`src/rtl/bp_pkg.sv`:
```
// Shared constants and types for the branch resolution unit.
package bp_pkg;

  localparam int CNT_W  = 2;
  localparam int PERF_W = 32;

  localparam logic [31:0] PC_INC = 32'd4;

  typedef enum logic {
    RUN     = 1'b0,
    RECOVER = 1'b1
  } state_e;

endpackage

```
`src/rtl/branch_resolver_sat_counter.sv`:
```
// Saturating up-counter: increments on i_inc and sticks at all-ones.
module sat_counter #(
  parameter int W = 32
) (
  input  logic         clk,
  input  logic         rst_n,
  input  logic         i_inc,
  output logic [W-1:0] o_count
);

  logic [W-1:0] r_count;
  logic         w_full;

  assign w_full  = &r_count;
  assign o_count = r_count;

  // Count events, holding at the maximum instead of wrapping.
  always_ff @(posedge clk) begin
    if (!rst_n) begin
      r_count <= '0;
    end else if (i_inc && !w_full) begin
      r_count <= r_count + 1'b1;
    end
  end

endmodule

```
`src/rtl/branch_resolver.sv`:
```
// Branch resolver: IF prediction, ID/EX prediction tracking, EX resolution
// strobes for predictor training/rollback, front-end redirect and flush,
// plus saturating branch / mispredict performance counters.
//
// Handshake note: there is no valid/ready pair here. A branch in EX is
// consumed ("resolved") only in a cycle where PL_stall is low; while the
// stall is high the EX entry holds and every resolution strobe stays 0.
module branch_resolver #(
  parameter int CNT_W  = bp_pkg::CNT_W,
  parameter int PERF_W = bp_pkg::PERF_W
) (
  input  logic              clk,
  input  logic              rst_n,
  input  logic              PL_stall,
  input  logic              is_branch_if,
  input  logic [CNT_W-1:0]  HP_count,
  input  logic [31:0]       pc_ex,
  input  logic [31:0]       target_ex,
  input  logic              taken_ex,
  output logic              pred_taken,
  output logic              corrected_en,
  output logic              corrected_result,
  output logic              rollback_en_id,
  output logic              rollback_en_ex,
  output logic              redirect_en,
  output logic [31:0]       redirect_pc,
  output logic              flush,
  output logic [PERF_W-1:0] branch_cnt,
  output logic [PERF_W-1:0] mispred_cnt,
  output logic              o_dbg_state
);

  import bp_pkg::*;

  state_e r_state;
  state_e w_state_next;

  logic r_br_v_id;
  logic r_pred_id;
  logic r_br_v_ex;
  logic r_pred_ex;

  logic w_res;
  logic w_mis;

  // A branch resolves when it sits in EX and the pipeline advances.
  assign w_res       = r_br_v_ex & ~PL_stall;
  assign w_mis       = w_res & (taken_ex != r_pred_ex);
  assign o_dbg_state = r_state;

  // FSM state register.
  always_ff @(posedge clk) begin
    if (!rst_n) begin
      r_state <= RUN;
    end else begin
      r_state <= w_state_next;
    end
  end

  // Next state and all combinational outputs; RECOVER suppresses the
  // prediction for one cycle while the predictor table write settles.
  always_comb begin
    w_state_next     = r_state;
    pred_taken       = 1'b0;
    corrected_en     = w_res;
    corrected_result = w_res & taken_ex;
    rollback_en_ex   = w_mis;
    rollback_en_id   = w_mis & r_br_v_id;
    redirect_en      = w_mis;
    flush            = w_mis;
    redirect_pc      = 32'd0;
    if (w_res) begin
      redirect_pc = taken_ex ? target_ex : (pc_ex + PC_INC);
    end
    case (r_state)
      RUN: begin
        pred_taken = is_branch_if & HP_count[CNT_W-1];
        if (w_mis) begin
          w_state_next = RECOVER;
        end
      end
      RECOVER: begin
        w_state_next = RUN;
      end
      default: begin
        w_state_next = RUN;
      end
    endcase
  end

  // ID/EX tracking registers; a flush kills both stages over the shift.
  always_ff @(posedge clk) begin
    if (!rst_n) begin
      r_br_v_id <= 1'b0;
      r_pred_id <= 1'b0;
      r_br_v_ex <= 1'b0;
      r_pred_ex <= 1'b0;
    end else begin
      if (!PL_stall) begin
        r_br_v_id <= is_branch_if;
        r_pred_id <= pred_taken;
        r_br_v_ex <= r_br_v_id;
        r_pred_ex <= r_pred_id;
      end
      if (flush) begin
        r_br_v_id <= 1'b0;
        r_br_v_ex <= 1'b0;
      end
    end
  end

  sat_counter #(.W(PERF_W)) u_branch_cnt (
    .clk     (clk),
    .rst_n   (rst_n),
    .i_inc   (w_res),
    .o_count (branch_cnt)
  );

  sat_counter #(.W(PERF_W)) u_mispred_cnt (
    .clk     (clk),
    .rst_n   (rst_n),
    .i_inc   (w_mis),
    .o_count (mispred_cnt)
  );

endmodule

```
`config.mk`:
```
export PLATFORM = sky130hd
export DESIGN_NAME = branch_resolver
export DESIGN_NICKNAME = d
export VERILOG_FILES = /design/src/rtl/bp_pkg.sv /design/src/rtl/branch_resolver_sat_counter.sv /design/src/rtl/branch_resolver.sv
export SDC_FILE = /design/constraint.sdc
export NUM_CORES = 1
export LEC_CHECK = 0
export ABC_AREA = 0
export CORE_ASPECT_RATIO = 0.6
export CORE_UTILIZATION = 37
export DETAILED_ROUTE_END_ITERATION = 12
export DONT_BUFFER_PORTS = 1
export GPL_ROUTABILITY_DRIVEN = 0
export GPL_TIMING_DRIVEN = 1
export PLACE_DENSITY = 0.52
export SLEW_MARGIN = 20
export SYNTH_ARGS = -nofsm -noshare
export SYNTH_HDL_FRONTEND = slang
export SYNTH_SLANG_ARGS = --single-unit
export TNS_END_PERCENT = 100
```
`constraint.sdc`:
```
create_clock -name clk -period 2.3 [get_ports clk]
set_input_delay 0.23 -clock clk [delete_from_list [all_inputs] [get_ports clk]]
set_output_delay 0.23 -clock clk [all_outputs]
set_load 0.03 [all_outputs]
```
======== Word-level counts from Yosys, hierarchy flattened ========
Index checks and enable logic that the tools add are counted.
cells by class
  add/subtract/negate cells ............... 3
  equality and inequality tests ........... 1
  mux-type cells .......................... 5
  bitwise gates (word level) .............. 8
  reduce and logical (&&, ||, !) cells .... 7
operators by type and width
  cell                                            number
  adder 32 x 1 -> 32 bit (second input constant)  2
  two-way mux 32 bit                              2
  AND reduction 32 bit                            2
  adder 32 x 3 -> 32 bit (second input constant)  1
  bitwise AND 1 bit                               5
  NOT 1 bit                                       3
  logical AND 1 bit                               2
  zero test 1 bit                                 2
  two-way mux 1 bit                               2
  case mux 1 bit (2 select lines)                 1
  OR reduction 2 bit                              1
  inequality test 1 bit                           1
word-level totals
  bits in registers ....................... 69
  bits of input ports ..................... 71
  output and inout port bits .............. 104
  word-level logic and storage cells ...... 31

======== Logic depth before layout (Yosys ltp) ========
  depth after elaboration ................. 5
  gate-level depth with buffers ........... 10
  mapped depth without buffers ............ 7

======== Hierarchy ========
Synthesis repeated with hierarchy kept, for this count alone.
unflattened totals
  cells, all modules ...................... 582
  area, all modules ....................... 4573.1 µm²
by module, submodules not included
  module           instances  cells an instance  area each (µm²)  seq. area each (µm²)
  sat_counter      2          194                1646.6           640.6
  branch_resolver  1          194                1280.0           100.1

======== Worst setup path before layout ========
Ideal clock, no wire load.
  path type ............................... in2out
  start ................................... input port PL_stall
  end ..................................... output port redirect_pc[22]
  arrival time ............................ 2.081 ns
  required time ........................... 2.070 ns
  slack ................................... -0.011 ns
  stages on the path ...................... 8
  path buffers ............................ 4
  cells stage by stage .................... buf_2 -> nand2b_1 -> buf_6 -> inv_6 -> clkbuf_1 -> clkbuf_1 -> o21ai_0 -> a21oi_1
on the way
  cells in the longest elaborated chain, start to end .. 3
ends and longest elaborated chain
  item                    line                   source
  start, declared         branch_resolver.sv:14  input logic PL_stall,
  NOT 1 bit               branch_resolver.sv:47  assign w_res = r_br_v_ex & ~PL_stall;
  bitwise AND 1 bit       branch_resolver.sv:47
  named net corrected_en  branch_resolver.sv:21  output logic corrected_en,
  two-way mux 32 bit      branch_resolver.sv:72  if (w_res) begin
  end, declared           branch_resolver.sv:26  output logic [31:0] redirect_pc,
The timed path passes the listed nets, and every way through them passes these cells.

======== Worst setup path in the final report ========
  start ................................... register r_pred_ex
  end ..................................... output port rollback_en_id
on the way
  cells in the longest elaborated chain, start to end .. 3
ends and longest elaborated chain
  item                    line                    source
  start, declared         branch_resolver.sv:41   logic r_pred_ex;
  start signal, assigned  branch_resolver.sv:103  r_pred_ex <= r_pred_id;
  inequality test 1 bit   branch_resolver.sv:48   assign w_mis = w_res & (taken_ex != r_pred_ex);
  bitwise AND 1 bit       branch_resolver.sv:48
  bitwise AND 1 bit       branch_resolver.sv:68   rollback_en_id = w_mis & r_br_v_id;
  end, declared           branch_resolver.sv:23   output logic rollback_en_id,
Every way passes these cells.

==> summary.md <==
| Metric | Value |
|---|---|
| Buf/Inv on CP | `3` |
| DIE AREA | `12500 µm²` |
| Max Freq | `0.460 GHz` |
| Post-DR wirelength/cell | `16.1 µm` |
| Power per cell area | `486 nW/µm²` |
| Endpoints failing hold | `0` |
| Worst Tran Pin Value | `544 ps` |
| Antenna Nets Post-Route | `0` |
| Largest net degree at the start of global routing | `49` |
| Crit path time final | `2180 ps` |
| DP HPWL | `10.2 mm` |
| # resized after CTS | `0` |
| Latest clock arrival within the worst-skew pair | `330 ps` |
| Syn Nets | `652` |
| Leak | `1.97 nW` |
| WL final | `13.3 mm` |
| Vias in the first global route | `4043` |
| Crit-path slowest cell | `xnor2_1` |
| Unrepaired setup endpoints after global routing | `false` |
| CTS sink count | `69` |
| Slew headroom | `63.6%` |
| Mean Syn Cell Area | `7.72 µm²` |
| Starting DRT DRC Count | `261` |
| Core region area | `11500 µm²` |
| Cell count after synthesis | `578` |
| CTS tree | `yes` |
| # Max-Cap Violations | `0` |
| Sequential-to-total area share from yosys stat | `31.0%` |
| Most used cell, CP | `buf_4` |
| Largest family of logic cells by synthesized area | `simple AND/OR/NAND/NOR gates` |
| Placed cell count | `812` |
| Main area contributors after synthesis | `dfxtp_1 (31%), a21oi_1 (7.3%), xnor2_1 (5.7%), o21ai_0 (4.8%), or3_1 (3.8%)` |
| Fin cells | `828` |
| Status | `complete, no violations` |
| Worst vdd ir | `346 µV` |
| Die Span X | `144 µm` |
| Post-synthesis compound-gate area fraction | `20.0%` |
| Worst setup EP type | `output port` |
| Arr. time, crit path | `1950 ps` |
| H-tree levels | `3` |
| Yosys top cell by area | `dfxtp_1` |
| Nets | `737` |
| Setup TNS | `0 ps` |
| Yosys warns | `0` |
| Die Ht | `87.1 µm` |
| Critical Path Fanout Max | `7` |
| # rows | `30` |
| Critical-path cell list | `xnor2_1 > nand2b_4 > inv_2 > buf_4 > and2_1 > buf_4` |
| Area delta synth->final | `26.5%` |
| Total power | `2.74 mW` |
| Post-synthesis xor/xnor area fraction | `7.46%` |
| Netlist cell types | `50` |
| Post-synth top area share | `31.0%` |
| Worst Path Required | `2070 ps` |
| Remaining routing DRC violations | `0` |
| Core Util, Final | `49.0%` |
| Via Count | `4646` |
| Initial antenna violation count | `0` |
| Clk_skew | `7.99 ps` |
| Starting density of the core | `38.7%` |
| Clk buf depth | `2` |
| I/O pin count | `175` |
| Period Utilization, post-route | `94.6%` |
| Multiplexer share of the synthesized area | `3.14%` |
| Slowest stage delay, CP | `350 ps` |
| Post-CTS Repair Setup Buffers | `0` |
| Post-CTS Hold Fix Bufs | `0` |
| IO Port Bufs | `0` |
| Slew Viols, Final | `0` |
| CP delay by family, top | `buffers and inverters` |
| Hold slack | `40.1 ps` |
| Final Setup Violations | `0` |
| Mapped Area | `4460 µm²` |
| First-pass GRT wire length | `20.3 mm` |
| Simple-Gate Fraction of Synth Area | `31.8%` |
| Reg clk slew, reported paths | `50 ps` |
| All-Layer GR Usage | `20.7%` |
| N_diodes | `0` |
| Synth Area in Adders | `0.841%` |
| Critical path type | `reg2out` |
| Post-synthesis register bit count | `69` |
| Remaining Overflow, GRT | `0` |
| Min-Delay Path Class | `in2reg` |
| TritonCTS buffer count | `9` |
| Crit start category | `flip-flop` |
| Clock Tree Root | `clkbuf_16` |
| First-pass detailed-route iteration total | `5` |
| Share of post-route cells with drive strength above 1 | `23.2%` |
| DR vias/cell | `5.61` |
-- through the flow --
| stage | area (µm²) | worst slack [ps] |
|---|---|---|
| 2_1_floorplan | 4500 | 16.0 |
| 3_3_place_gp | 5350 | 217 |
| 3_5_place_dp | 5350 | 177 |
| 4_1_cts | 5640 | 94.0 |
| 5_1_grt | 5640 | 17.9 |
| 6_report | 5640 | 125 |
-- layout make-up --
class,instances,area (µm²)
fillers,1157,5880
multi-input cells,453,2860
flip-flops and latches,69,1380
repair buffers,108,823
clock buffers,11,243
well taps,160,200
inverters,22,87.6
clock inverters,5,50.0
-- cells in the final DEF (no fill, tap or decap), types with 5 or more instances in the layout --
master     instances
buf_4            107
dfxtp_1           69
a21oi_1           56
o21ai_0           43
nand2_1           43
nor2_1            43
xnor2_1           29
nand3_1           28
or3_1             27
inv_1             20
or4_1             20
o31ai_1           19
nor3_1            18
nand4_1           17
mux2i_1           14
nor4_1            10
nand2b_1           9
a21oi_2            9
xor2_1             9
clkbuf_16          9
a211oi_1           6
or2_2              5
and4_1             5
and3_1             5
-- worst reg2reg max path, cell delays in order, from the launching register on --
cell     delay (ps)
dfxtp_1         340
nand4_2         220
or4_1           670
o31ai_4         500
o21ai_0         180
a21oi_1         140
-- metal layers --
| layer | up-vias | wire length, µm | GRT usage [%] |
|---|---|---|---|
| met3 | 8 | 1170 | 7.48 |
| met4 | 0 | 59 | 3.77 |
| met2 | 155 | 5410 | 29.7 |
| met1 | 2178 | 6650 | 29.4 |
| li1 | 2305 | - | - |
| met5 | - | 0 | 0 |
-- where the power goes --
part	leakage [nW]	switching (mW)	internal (mW)
clock	0.149	0.518	0.861
sequential	0.556	0.00249	1.20
combinational	1.26	0.101	0.0620
total	1.97	0.621	2.12
-- final timing paths --
path | from | end | slack [ps] | depth (start not counted)
hold / removal | rst_n | u_branch_cnt.o_count[8] | 40 | 1
setup reg to reg | u_branch_cnt.o_count[7] | u_branch_cnt.o_count[9] | 180 | 5
setup / recovery | r_pred_ex | rollback_en_id | 120 | 6
hold reg to reg | u_branch_cnt.o_count[19] | u_branch_cnt.o_count[20] | 490 | 2
-- cells by family (layout without fill, tap and decap cells) --
kind of cell	after synthesis	after routing
xor+xnor	38	38
compound gates	147	147
flops	69	69
buf+inv	56	146
mux	14	14
simple gates	251	251
fa+ha+maj	3	3
-- sequential cells by signal, summed over array words and instances, names as in the netlist --
register and cells:
r_br_v_ex 1, o_dbg_state 1, r_pred_ex 1, u_mispred_cnt.o_count 32
r_br_v_id 1, r_pred_id 1, u_branch_cnt.o_count 32
-- cells in the mapped netlist (all sizes together) --
library cell and n:
inv 22, o211a 1, nand4b 1, o31a 1
or4b 1, and3b 1, dfxtp 69, ha 3
or3 27, nand2 43, a211oi 6, nor4 13
nor4b 3, and3 5, o31ai 20, o2111ai 2
xnor2 29, a21oi 65, and4 5, nand2b 10
and2 2, o41ai 3, clkbuf 21, or4 22
nand3 28, o311ai 2, nor2 43, buf 13
xor2 9, nor2b 1, or2 5, o211ai 3
mux2i 14, nor3 20, nand4 21, o21ai 44
(Power assumes the default switching activity.)
